===== src/rtl/jtag_tap_responder.sv =====
// Target-side IEEE 1149.1 TAP with IDCODE, BYPASS and one USER data register.
// All JTAG pins are oversampled and edge-detected in the clk domain; nothing is clocked by TCK.
module jtag_tap_responder #(
  parameter int                IR_LEN       = 4,
  parameter logic [31:0]       IDCODE_VAL   = 32'h1BB0_0A5F,
  parameter logic [IR_LEN-1:0] INSTR_IDCODE = 4'b0001,
  parameter logic [IR_LEN-1:0] INSTR_USER   = 4'b0010,
  parameter int                USER_LEN     = 8
) (
  input  logic                clk,
  input  logic                rst_n,
  input  logic                tck,
  input  logic                tms,
  input  logic                tdi,
  input  logic                trst_n,
  output logic                tdo,
  output logic                tdo_oe,
  output logic [3:0]          tap_state,
  output logic [IR_LEN-1:0]   ir,
  input  logic [USER_LEN-1:0] user_din,
  output logic [USER_LEN-1:0] user_dout,
  output logic                user_update
);

  typedef enum logic [3:0] {
    TLR = 4'hF, RTI = 4'hC, SEL_DR = 4'h7, CAP_DR = 4'h6, SH_DR = 4'h2, EX1_DR = 4'h1,
    PAU_DR = 4'h3, EX2_DR = 4'h0, UPD_DR = 4'h5, SEL_IR = 4'h4, CAP_IR = 4'hE, SH_IR = 4'hA,
    EX1_IR = 4'h9, PAU_IR = 4'hB, EX2_IR = 4'h8, UPD_IR = 4'hD
  } state_t;

  logic [1:0] tck_sy, tms_sy, tdi_sy, trst_sy;
  logic       tck_d;
  logic       tck_s, tms_s, tdi_s, trst_s, rise, fall;

  always_ff @(posedge clk or negedge rst_n) begin
    if (!rst_n) begin
      tck_sy  <= '1;
      tms_sy  <= '1;
      tdi_sy  <= '1;
      trst_sy <= '1;
      tck_d   <= 1'b1;
    end else begin
      tck_sy  <= {tck_sy[0], tck};
      tms_sy  <= {tms_sy[0], tms};
      tdi_sy  <= {tdi_sy[0], tdi};
      trst_sy <= {trst_sy[0], trst_n};
      tck_d   <= tck_sy[1];
    end
  end

  assign tck_s  = tck_sy[1];
  assign tms_s  = tms_sy[1];
  assign tdi_s  = tdi_sy[1];
  assign trst_s = trst_sy[1];
  assign rise   = tck_s & ~tck_d;
  assign fall   = ~tck_s & tck_d;

  state_t                state, nxt;
  logic [IR_LEN-1:0]     ir_sr;
  logic [31:0]           id_sr;
  logic [USER_LEN-1:0]   usr_sr;
  logic                  byp_sr;
  logic                  sel_id, sel_usr, ir_side, dr_lsb;

  assign tap_state = state;
  assign sel_id    = (ir == INSTR_IDCODE);
  assign sel_usr   = (ir == INSTR_USER);
  assign ir_side   = state inside {SEL_IR, CAP_IR, SH_IR, EX1_IR, PAU_IR, EX2_IR, UPD_IR};
  assign dr_lsb    = sel_id ? id_sr[0] : (sel_usr ? usr_sr[0] : byp_sr);

  always_comb begin
    nxt = TLR;
    case (state)
      TLR:    nxt = tms_s ? TLR    : RTI;
      RTI:    nxt = tms_s ? SEL_DR : RTI;
      SEL_DR: nxt = tms_s ? SEL_IR : CAP_DR;
      CAP_DR: nxt = tms_s ? EX1_DR : SH_DR;
      SH_DR:  nxt = tms_s ? EX1_DR : SH_DR;
      EX1_DR: nxt = tms_s ? UPD_DR : PAU_DR;
      PAU_DR: nxt = tms_s ? EX2_DR : PAU_DR;
      EX2_DR: nxt = tms_s ? UPD_DR : SH_DR;
      UPD_DR: nxt = tms_s ? SEL_DR : RTI;
      SEL_IR: nxt = tms_s ? TLR    : CAP_IR;
      CAP_IR: nxt = tms_s ? EX1_IR : SH_IR;
      SH_IR:  nxt = tms_s ? EX1_IR : SH_IR;
      EX1_IR: nxt = tms_s ? UPD_IR : PAU_IR;
      PAU_IR: nxt = tms_s ? EX2_IR : PAU_IR;
      EX2_IR: nxt = tms_s ? UPD_IR : SH_IR;
      UPD_IR: nxt = tms_s ? SEL_DR : RTI;
      default: nxt = TLR;
    endcase
  end

  always_ff @(posedge clk or negedge rst_n) begin
    if (!rst_n) begin
      state       <= TLR;
      ir          <= INSTR_IDCODE;
      ir_sr       <= '0;
      id_sr       <= '0;
      usr_sr      <= '0;
      byp_sr      <= 1'b0;
      user_dout   <= '0;
      user_update <= 1'b0;
      tdo         <= 1'b0;
      tdo_oe      <= 1'b0;
    end else begin
      user_update <= 1'b0;
      // trst_n wins over any TCK event seen in the same clk
      if (!trst_s) begin
        state  <= TLR;
        ir     <= INSTR_IDCODE;
        tdo_oe <= 1'b0;
      end else if (rise) begin
        state <= nxt;
        case (state)
          TLR:    ir <= INSTR_IDCODE;
          CAP_IR: ir_sr <= {{(IR_LEN-2){1'b0}}, 2'b01};
          SH_IR:  ir_sr <= {tdi_s, ir_sr[IR_LEN-1:1]};
          UPD_IR: ir <= ir_sr;
          CAP_DR: begin
            if (sel_id)       id_sr  <= IDCODE_VAL;
            else if (sel_usr) usr_sr <= user_din;
            else              byp_sr <= 1'b0;
          end
          SH_DR: begin
            if (sel_id)       id_sr  <= {tdi_s, id_sr[31:1]};
            else if (sel_usr) usr_sr <= {tdi_s, usr_sr[USER_LEN-1:1]};
            else              byp_sr <= tdi_s;
          end
          UPD_DR: begin
            if (sel_usr) begin
              user_dout   <= usr_sr;
              user_update <= 1'b1;
            end
          end
          default: ;
        endcase
      end else if (fall) begin
        tdo    <= ir_side ? ir_sr[0] : dr_lsb;
        tdo_oe <= (state == SH_IR) || (state == SH_DR);
      end
    end
  end

endmodule


===== config.mk =====
export PLATFORM = sky130hd
export DESIGN_NAME = jtag_tap_responder
export DESIGN_NICKNAME = d
export VERILOG_FILES = /design/src/rtl/jtag_tap_responder.sv
export SDC_FILE = /design/constraint.sdc
export NUM_CORES = 1
export LEC_CHECK = 0
export ABC_AREA = 0
export CAP_MARGIN = 20
export CORE_ASPECT_RATIO = 0.9
export CORE_MARGIN = 2
export CORE_UTILIZATION = 55
export DETAILED_ROUTE_END_ITERATION = 8
export PLACE_DENSITY = 0.74
export SYNTH_ARGS = -nofsm -noshare
export SYNTH_HDL_FRONTEND = slang
export SYNTH_SLANG_ARGS = --single-unit

===== constraint.sdc =====
create_clock -name clk -period 2.1 [get_ports clk]
set_input_delay 0.63 -clock clk [delete_from_list [all_inputs] [get_ports clk]]
set_output_delay 0.63 -clock clk [all_outputs]
set_load 0.02 [all_outputs]

==> results of run 1 <==
==> routing by layer <==
layer	global-route usage	share of wire	vias up
li1	-	-	1122
met1	0.319	0.49	1089
met2	0.330	0.45	59
met3	0.0618	0.053	7
met4	0.0556	0.0092	0
met5	0	0	-
==> worst min path at each step <==
| stage | from | end | slack, ns | cells after the start |
|---|---|---|---|---|
| after detailed placement | tms_sy[0]$_DFF_PN1_ | tms_sy[1]$_DFF_PN1_ | 0.35 | 0 |
| after CTS | rst_n | tdo$_DFFE_PN0P_ | 0.34 | 2 |
| after global placement | trst_sy[0]$_DFF_PN1_ | trst_sy[1]$_DFF_PN1_ | 0.35 | 0 |
| final | rst_n | tdo$_DFFE_PN0P_ | 0.33 | 2 |
| after floorplan | rst_n | byp_sr$_DFFE_PN0P_ | 0.33 | 0 |
| after global routing | tck_sy[0]$_DFF_PN1_ | tck_sy[1]$_DFF_PN1_ | 0.35 | 0 |
==> cell usage after synthesis (all sizes together) (2+ instances only) <==
library cell,count,area share
a221oi,2,0.0056
nand3,17,0.027
nand4,3,0.0060
or3,4,0.0079
inv,7,0.0091
nor3,4,0.0079
nand2b,4,0.011
clkbuf,8,0.0095
buf,9,0.019
nor2b,3,0.0060
nand2,80,0.096
o21a,2,0.0048
dfrtp,59,0.47
mux2i,8,0.025
nand3b,3,0.0071
or3b,2,0.0056
a21oi,12,0.020
nor4b,3,0.012
dfstp,14,0.12
and2,2,0.0040
o21ai,32,0.051
nor2,4,0.0048
mux2,11,0.039
==> through the flow <==
step / hold WS [ns] / worst slack [ns] / instance area (µm²)
floorplan: 0.334 / 0.282 / 3150
global placement: 0.345 / 0.244 / 3580
detailed placement: 0.350 / 0.219 / 3580
CTS: 0.337 / 0.117 / 3790
global route: 0.352 / 0.0648 / 3790
finish: 0.330 / 0.132 / 3790
==> power by group through the flow <==
stage | combinational, mW | sequential (mW) | clock (mW)
floorplan | 0.0740 | 1.49 | 0
global placement | 0.169 | 1.49 | 0
detailed placement | 0.172 | 1.49 | 0
CTS | 0.169 | 1.46 | 1.23
global route | 0.185 | 1.47 | 1.30
finish | 0.167 | 1.46 | 1.20
==> state kept, by name, indices dropped and copies added, names as in the netlist, 4 cells and up <==
name / cells
usr_sr: 8
ir_sr: 4
user_dout: 8
tap_state: 4
id_sr: 32
ir: 4
==> cells by family after synthesis <==
family | synth area share
XOR/XNOR | 0.00278
multiplexers | 0.0647
AND/OR/NAND/NOR | 0.211
AO/OA/AOI/OAI | 0.0989
buffers and inverters | 0.0377
flip-flops | 0.585
==> area by class of cell <==
type	count	share of cell area
Timing Repair Buffer	48	0.112
Clock buffer	11	0.0373
Tap cell	70	0.0231
Sequential cell	73	0.486
Clock inverter	5	0.0208
Inverter	7	0.00758
Multi-Input combinational cell	209	0.313
==> impl_results.md, run 1 <==
* Port bufs at 32
* Net Sw Frac at 0.219
* Top delay family on crit path: flip-flops
* Post-cts resize count at 8
* CTS buffer count at 9
* Post-synth cell types at 46
* Clk buf depth at 2
* RR Startpoint: tap_state[0]$_DFFE_PN1N_
* Comb pwr share at 0.059
* Skew-Pair Late Insertion Delay at 0.34 ns
* R2r setup slk at between 0.15 and 0.2 ns
* Post-Syn Area at ~0.0032 mm²
* Placer Congestion at between 0.8 and 0.9
* CP Capture Type: output port
* Peak VDD IR at 0.000549 V
* Total global routing overflow at 0
* Max frequency at 508 MHz
* Clock power frac at 0.424
* Syn Inst Count at between 300 and 400
* Post-synth EDFFs at 0
* Core Area at approximately 0.0056 mm²
* Die Span Y at 75.8 µm
* DRC at 0
* Number of cells on the critical path at 1
* Row cnt at 26
* Worst-Margin Slew at 0.560 ns
* Die ar. at 0.00635 mm²
* Largest net degree at the start of global routing at 39
* Max_cap viols at 0
* Synthesis Warnings at 0
* Vias in the first global route at roughly 2,200
* Asr flop ratio synth at 1.00
* Register area share after synthesis at 0.585
* Required @ worst endpoint at ~1.5 ns
* Vias/cell at 5.38
* Syn avg cell area at 10.3 µm²
* Worst min path class: primary input to async pin
* First-pass GRT wire length at 10,700 µm
* CP Class: register to output port
* Fillcell total at 452
* Max-slew headroom at 0.627
* RR Endpoint: ir[2]$_DFFE_PN0P_
* Final nets at 362
* Postcts setup bufs at 0
* P_sw at around 620 µW
* Crit path largest cell delay at 0.64 ns
* Area Growth Syn to Fin at 20.4%
* Area of the multi-input gates at 0.00119 mm²
* Final Hold Fails at 0
* Crit-path cells: dlygate4sd2_1
* DRT iter0 DRCs at 211
* Placed insts at 407
* Non-filler cells, final at about 420
* Post-detail-place hpwl at 4120 µm
* Final setup viols at 0
* TritonRoute pass-1 iters at 4
* Max Transition Viols Final at 0
* Layout cell share with drive strength beyond 1 at 0.193
* Detailed-route wire length per cell at 14.7 µm
* FF/Latch Area at 0.00184 mm²
* Critical Path Start Type: register
* Hold_buf cts at 0
* Leak Pwr at 1.87 nW
* Total Routing Usage GR at 0.219
* Slowest cell on the critical path: dfstp_2
* Initial core utilization at 0.563
* Outcome: completed
* Boundary Pins at 33
* Minimum clock period at 1.97 ns
* Fin util at 0.678
* Syn nets at 320
* WP buf/inv at 1
* CP Data Arrival Time at ~1.3 ns
* CTS tree: done
* Critical path startpoint: tap_state[0]$_DFFE_PN1N_
* Clock transition at path regs at approximately 0.080 ns
* H-tree depth at 3
* Vias at 2,277
* Unrepaired setup endpoints after global routing: no
* Sequential share of power at 0.517
* Drt total wl at about 6200 µm
* Final setup TNS at 0 ns
* Most used DFF post-synth: dfrtp_1
* Most frequent cells in the layout: 79 x nand2_1, 59 x dfrtp_1, 32 x o21ai_0, 23 x clkdlybuf4s50_1, 17 x nand3_1
* Most common cell after layout, fill and taps aside: nand2_1
* Critical Path Fanout Max at 11
* Crit path to: tap_state[0]
* Final Total Pwr at ~2.8 mW
* P_int at 2.21 mW
* Die extent in x at 83.8 µm
* Root buf cell: clkbuf_8
* Pwr per Cell Area at around 750 mW/mm²
* Period utilization at 0.937
* Antenna fix cells at 0
* Final Skew at between 0.01 and 0.015 ns
* Post-DRT Antenna Nets at 0
* Worst reg2reg path depth at 4
* Initial antenna violation count at 0
* FF+latch count, synth at 73
* Sink Count at 73
(Power assumes the default switching activity.)
==> run 2: changes to the inputs <==
CORE_ASPECT_RATIO = unset   (was 0.9)
==> impl_results.md, run 2 (synthesized netlist as in run 1, its figures left out) <==
* Clk buf depth at 2
* Row cnt at 27
* Register with the most flip-flops: id_sr
* CP Capture Type: output port
* Worst min path class: primary input to async pin
* Final setup TNS at 0 ns
* Crit path largest cell delay at 0.62 ns
* Max reg flops at 32
* First-pass GRT wire length at between 10,000 and 15,000 µm
* Initial antenna violation count at 0
* Detailed-route wire length per cell at 14.4 µm
* Outcome: completed
* Pwr per Cell Area at between 700 and 800 mW/mm²
* TritonRoute pass-1 iters at 4
* Antenna fix cells at 0
* Port bufs at 32
* Minimum clock period at 1.97 ns
* Leak Pwr at 1.88 nW
* Total global routing overflow at 0
* Max-slew headroom at 0.746
* Area of the multi-input gates at 0.00119 mm²
* Core Area at 0.00551 mm²
* Final Hold Fails at 0
* Fillcell total at around 440
* Boundary Pins at 33
* Post-cts resize count at 8
* Slowest cell on the critical path: clkdlybuf4s50_1
* Critical Path Fanout Max at 2
* CTS buffer count at 9
* Top delay family on crit path: buffers and inverters
* Unrepaired setup endpoints after global routing: no
* Final setup viols at 0
* Total Routing Usage GR at 0.219
* Worst-Margin Slew at 0.371 ns
* Post-DRT Antenna Nets at 0
* CTS tree: done
* Max Transition Viols Final at 0
* Crit-path cells: clkdlybuf4s50_1
* Peak VDD IR at 0.000595 V
* Area Growth Syn to Fin at 22.0%
* Period utilization at 0.936
* CP Data Arrival Time at 1.34 ns
* Sink Count at 73
* Root buf cell: clkbuf_8
* Hold_buf cts at 0
* Final Skew at 0.0113 ns
* Largest net degree at the start of global routing at 43
* Post-place setup slack at 0.224 ns
* Die ar. at 0.00635 mm²
* FF/Latch Area at 0.00184 mm²
* Most common cell after layout, fill and taps aside: nand2_1
* Die Span Y at around 80 µm
* Vias in the first global route at 2,223
* Most frequent cells in the layout: 79 x nand2_1, 59 x dfrtp_1, 32 x o21ai_0, 23 x clkdlybuf4s50_1, 17 x nand3_1
* Skew-Pair Late Insertion Delay at roughly 0.34 ns
* DRT iter0 DRCs at 198
* Final nets at approximately 360
* Vias/cell at 5.33
* DRC at 0
* Required @ worst endpoint at around 1.5 ns
* Max_cap viols at 0
* Placer Congestion at 0.883
* Layout cell share with drive strength beyond 1 at 0.193
* H-tree depth at 3
* Clock transition at path regs at roughly 0.080 ns
* Critical Path Start Type: register
* Postcts setup bufs at 0
* Max frequency at 509 MHz
* Biggest regs: id_sr (32), user_dout (8), usr_sr (8)
* Post-detail-place hpwl at 4090 µm
* Die extent in x at 79.7 µm
* Fin util at 0.698
* CP Class: register to output port
* Setup WS post-layout at 0.134 ns
* Vias at 2,266
* Initial core utilization at 0.572
* Drt total wl at 6140 µm
* WP buf/inv at 1
* R2r setup slk at 0.22 ns
[run 2: changes by cell type in the layout (fill, tap and decap cells not counted)]
cell / before / now
buf_12: 0 / 2
buf_4: 16 / 14
bufinv_16: 2 / 3
clkbuf_8: 10 / 9
clkinv_2: 2 / 0
clkinvlp_4: 0 / 1
inv_6: 0 / 1
[run 2: through the flow]
step	instances	area, µm²	hold WS [ns]	power (mW)
floorplan	306	3150	0.334	1.57
global placement	409	3610	0.345	1.66
detailed placement	409	3610	0.347	1.67
CTS	425	3840	0.274	2.97
global route	425	3840	0.285	3.07
finish	425	3840	0.281	2.95
[run 2: path summary, 6_finish.rpt]
check,startpoint,endpoint,depth (start not counted)
hold / removal,rst_n,user_dout[2]$_DFFE_PN0P_,2
max in group asynchronous,rst_n,tdi_sy[1]$_DFF_PN1_,2
hold reg to reg,tck_sy[0]$_DFF_PN1_,tck_sy[1]$_DFF_PN1_,0
min in group clk,tck_sy[0]$_DFF_PN1_,tck_sy[1]$_DFF_PN1_,0
setup / recovery,user_dout[0]$_DFFE_PN0P_,user_dout[0],1
setup reg to reg,tap_state[2]$_DFFE_PN1N_,ir[3]$_DFFE_PN0P_,5
[run 2: cell type report]
class                      count  area share
clock buffer                  10      0.0332
clock inverter                 6      0.0299
inverter                       7     0.00748
multi-input combinational    209       0.309
sequential                    73       0.480
tap                           72      0.0234
timing repair buffer          48       0.117
[run 2: power by group]
| part | total (mW) | internal, mW | switching [mW] |
|---|---|---|---|
| clock network | 1.31 | 0.796 | 0.517 |
| logic | 0.174 | 0.0770 | 0.0967 |
| registers | 1.46 | 1.44 | 0.0214 |
[run 2: per-layer routing]
metal  vias up  global-route usage  wire [µm]  share of wire
met5         -                   0          0              0
met4         0               0.102         87          0.014
met3         6              0.0419        211          0.034
met2        36               0.329       2990           0.49
met1      1097               0.308       2850           0.46
li1       1127                   -          -              -
==> run 3: changes to the inputs <==
CORE_UTILIZATION = 45   (was 55)
GPL_ROUTABILITY_DRIVEN = 0   (was unset)
PLACE_DENSITY = 0.62   (was 0.74)
TNS_END_PERCENT = 50   (was unset)
==> impl_results.md, run 3 (synthesized netlist as in run 1, its figures left out) <==
* Outcome: completed
* Post-DRT Antenna Nets at 0
* Root buf cell: clkbuf_8
* Drt total wl at around 6400 µm
* Placed insts at 430
* Design area at between 0.003 and 0.004 mm²
* Max_cap viols at 0
* WP buf/inv at 1
* Max-slew headroom at 0.652
* Worst-Margin Slew at 0.509 ns
* Final nets at ~360
* Sink Count at 73
* Hold_buf cts at 0
* Vias at around 2,200
* Most common cell after layout, fill and taps aside: nand2_1
* Pwr per Cell Area at 737 mW/mm²
* DRT iter0 DRCs at ~120
* Leak Pwr at ~1.9 nW
* Vias in the first global route at 2,261
* Most frequent cells in the layout: 79 x nand2_1, 59 x dfrtp_1, 32 x o21ai_0, 23 x clkdlybuf4s50_1, 17 x nand3_1
* Core Area at between 0.006 and 0.007 mm²
* Peak VDD IR at around 0.00039 V
* Clk buf depth at 2
* Critical Path Fanout Max at 8
* Initial antenna violation count at 0
* Period utilization at 0.935
* Final setup viols at 0
* Register with the most flip-flops: id_sr
* Max reg flops at 32
* First-pass GRT wire length at about 11,000 µm
* DRC at 0
* Crit-path cells: dlygate4sd2_1
* CTS tree: done
* Biggest regs: id_sr (32), user_dout (8), usr_sr (8)
* CP Capture Type: output port
* Antenna fix cells at 0
* Detailed-route wire length per cell at about 14 µm
* Skew-Pair Late Insertion Delay at 0.33 ns
* Top delay family on crit path: flip-flops
* Unrepaired setup endpoints after global routing: no
* Initial core utilization at 0.464
* Die Span Y at around 88 µm
* Die extent in x at 87.7 µm
* Minimum clock period at 1.96 ns
* Layout cell share with drive strength beyond 1 at 0.183
* Max Transition Viols Final at 0
* Vias/cell at roughly 5.0
* Required @ worst endpoint at 1.47 ns
* Crit path largest cell delay at about 0.64 ns
* Port bufs at 32
* Total global routing overflow at 0
* Critical Path Start Type: register
* Boundary Pins at 33
* Area post-placement at about 0.0036 mm²
* Row cnt at 30
* TritonRoute pass-1 iters at 5
* Worst min path class: primary input to async pin
* Die ar. at 0.00769 mm²
* CP Data Arrival Time at 1.33 ns
* Final setup TNS at 0 ns
* Area Growth Syn to Fin at 22.0%
* CTS buffer count at 9
* CP Class: register to output port
* Post-detail-place hpwl at 4070 µm
* Final Hold Fails at 0
* Max frequency at slightly above 500 MHz
* Final Skew at 0.00902 ns
* H-tree depth at 3
* Non-filler cells, final at 446
* Clock transition at path regs at 0.08 ns
* Largest net degree at the start of global routing at 40
* Total Routing Usage GR at 0.183
* Slowest cell on the critical path: dfstp_2
## run 3: worst paths after layout
path                                           from                    to  slack (ns)  cells past startpoint
hold / removal                                rst_n  id_sr[3]$_DFFE_PN0P_        0.16                      1
setup reg to reg                  ir[0]$_DFFE_PN1P_       tdo$_DFFE_PN0P_        0.23                      4
max in group asynchronous                     rst_n   tdi_sy[1]$_DFF_PN1_        1.37                      2
setup / recovery           tap_state[3]$_DFFE_PN1N_          tap_state[3]        0.14                      1
min in group clk                tms_sy[0]$_DFF_PN1_   tms_sy[1]$_DFF_PN1_        0.36                      0
hold reg to reg                 tms_sy[0]$_DFF_PN1_   tms_sy[1]$_DFF_PN1_        0.36                      0
## run 3: power breakdown
group / leakage [nW] / switching [mW] / internal, mW
Clock: 0.107 / 0.497 / 0.705
Sequential: 0.928 / 0.0215 / 1.44
Combinational: 0.822 / 0.0972 / 0.0737
Total: 1.86 / 0.615 / 2.22
## run 3: through the flow
step	utilization	setup WS (ns)	hold slack [ns]	power [mW]
after floorplan	-	0.282	0.334	1.57
after global placement	0.535	0.207	0.346	1.66
after detailed placement	0.535	0.206	0.348	1.67
after CTS	0.566	0.112	0.154	2.88
after global routing	0.566	0.0216	0.157	2.97
final	0.566	0.137	0.162	2.84
## run 3: timing repair
action / in CTS / in global routing
setup endpoints to repair: 8 / 0
resized for setup: 8 / 0
setup buffers: 0 / 0
## run 3: routing by layer
| layer | wire, µm | global-route usage | up-vias | share of wire |
|---|---|---|---|---|
| li1 | - | - | 1115 | - |
| met1 | 3130 | 0.260 | 1075 | 0.49 |
| met2 | 2980 | 0.278 | 40 | 0.47 |
| met3 | 182 | 0.0368 | 6 | 0.029 |
| met4 | 57 | 0.0741 | 0 | 0.0090 |
| met5 | 0 | 0 | - | 0 |
## run 3: cell type report
cell class | count | area [µm²]
clock buffers | 12 | 145
clock inverters | 4 | 76.3
fillers | 615 | 2950
inverters | 7 | 28.8
multi-input cells | 209 | 1190
flip-flops and latches | 73 | 1840
well taps | 96 | 120
repair buffers | 45 | 443
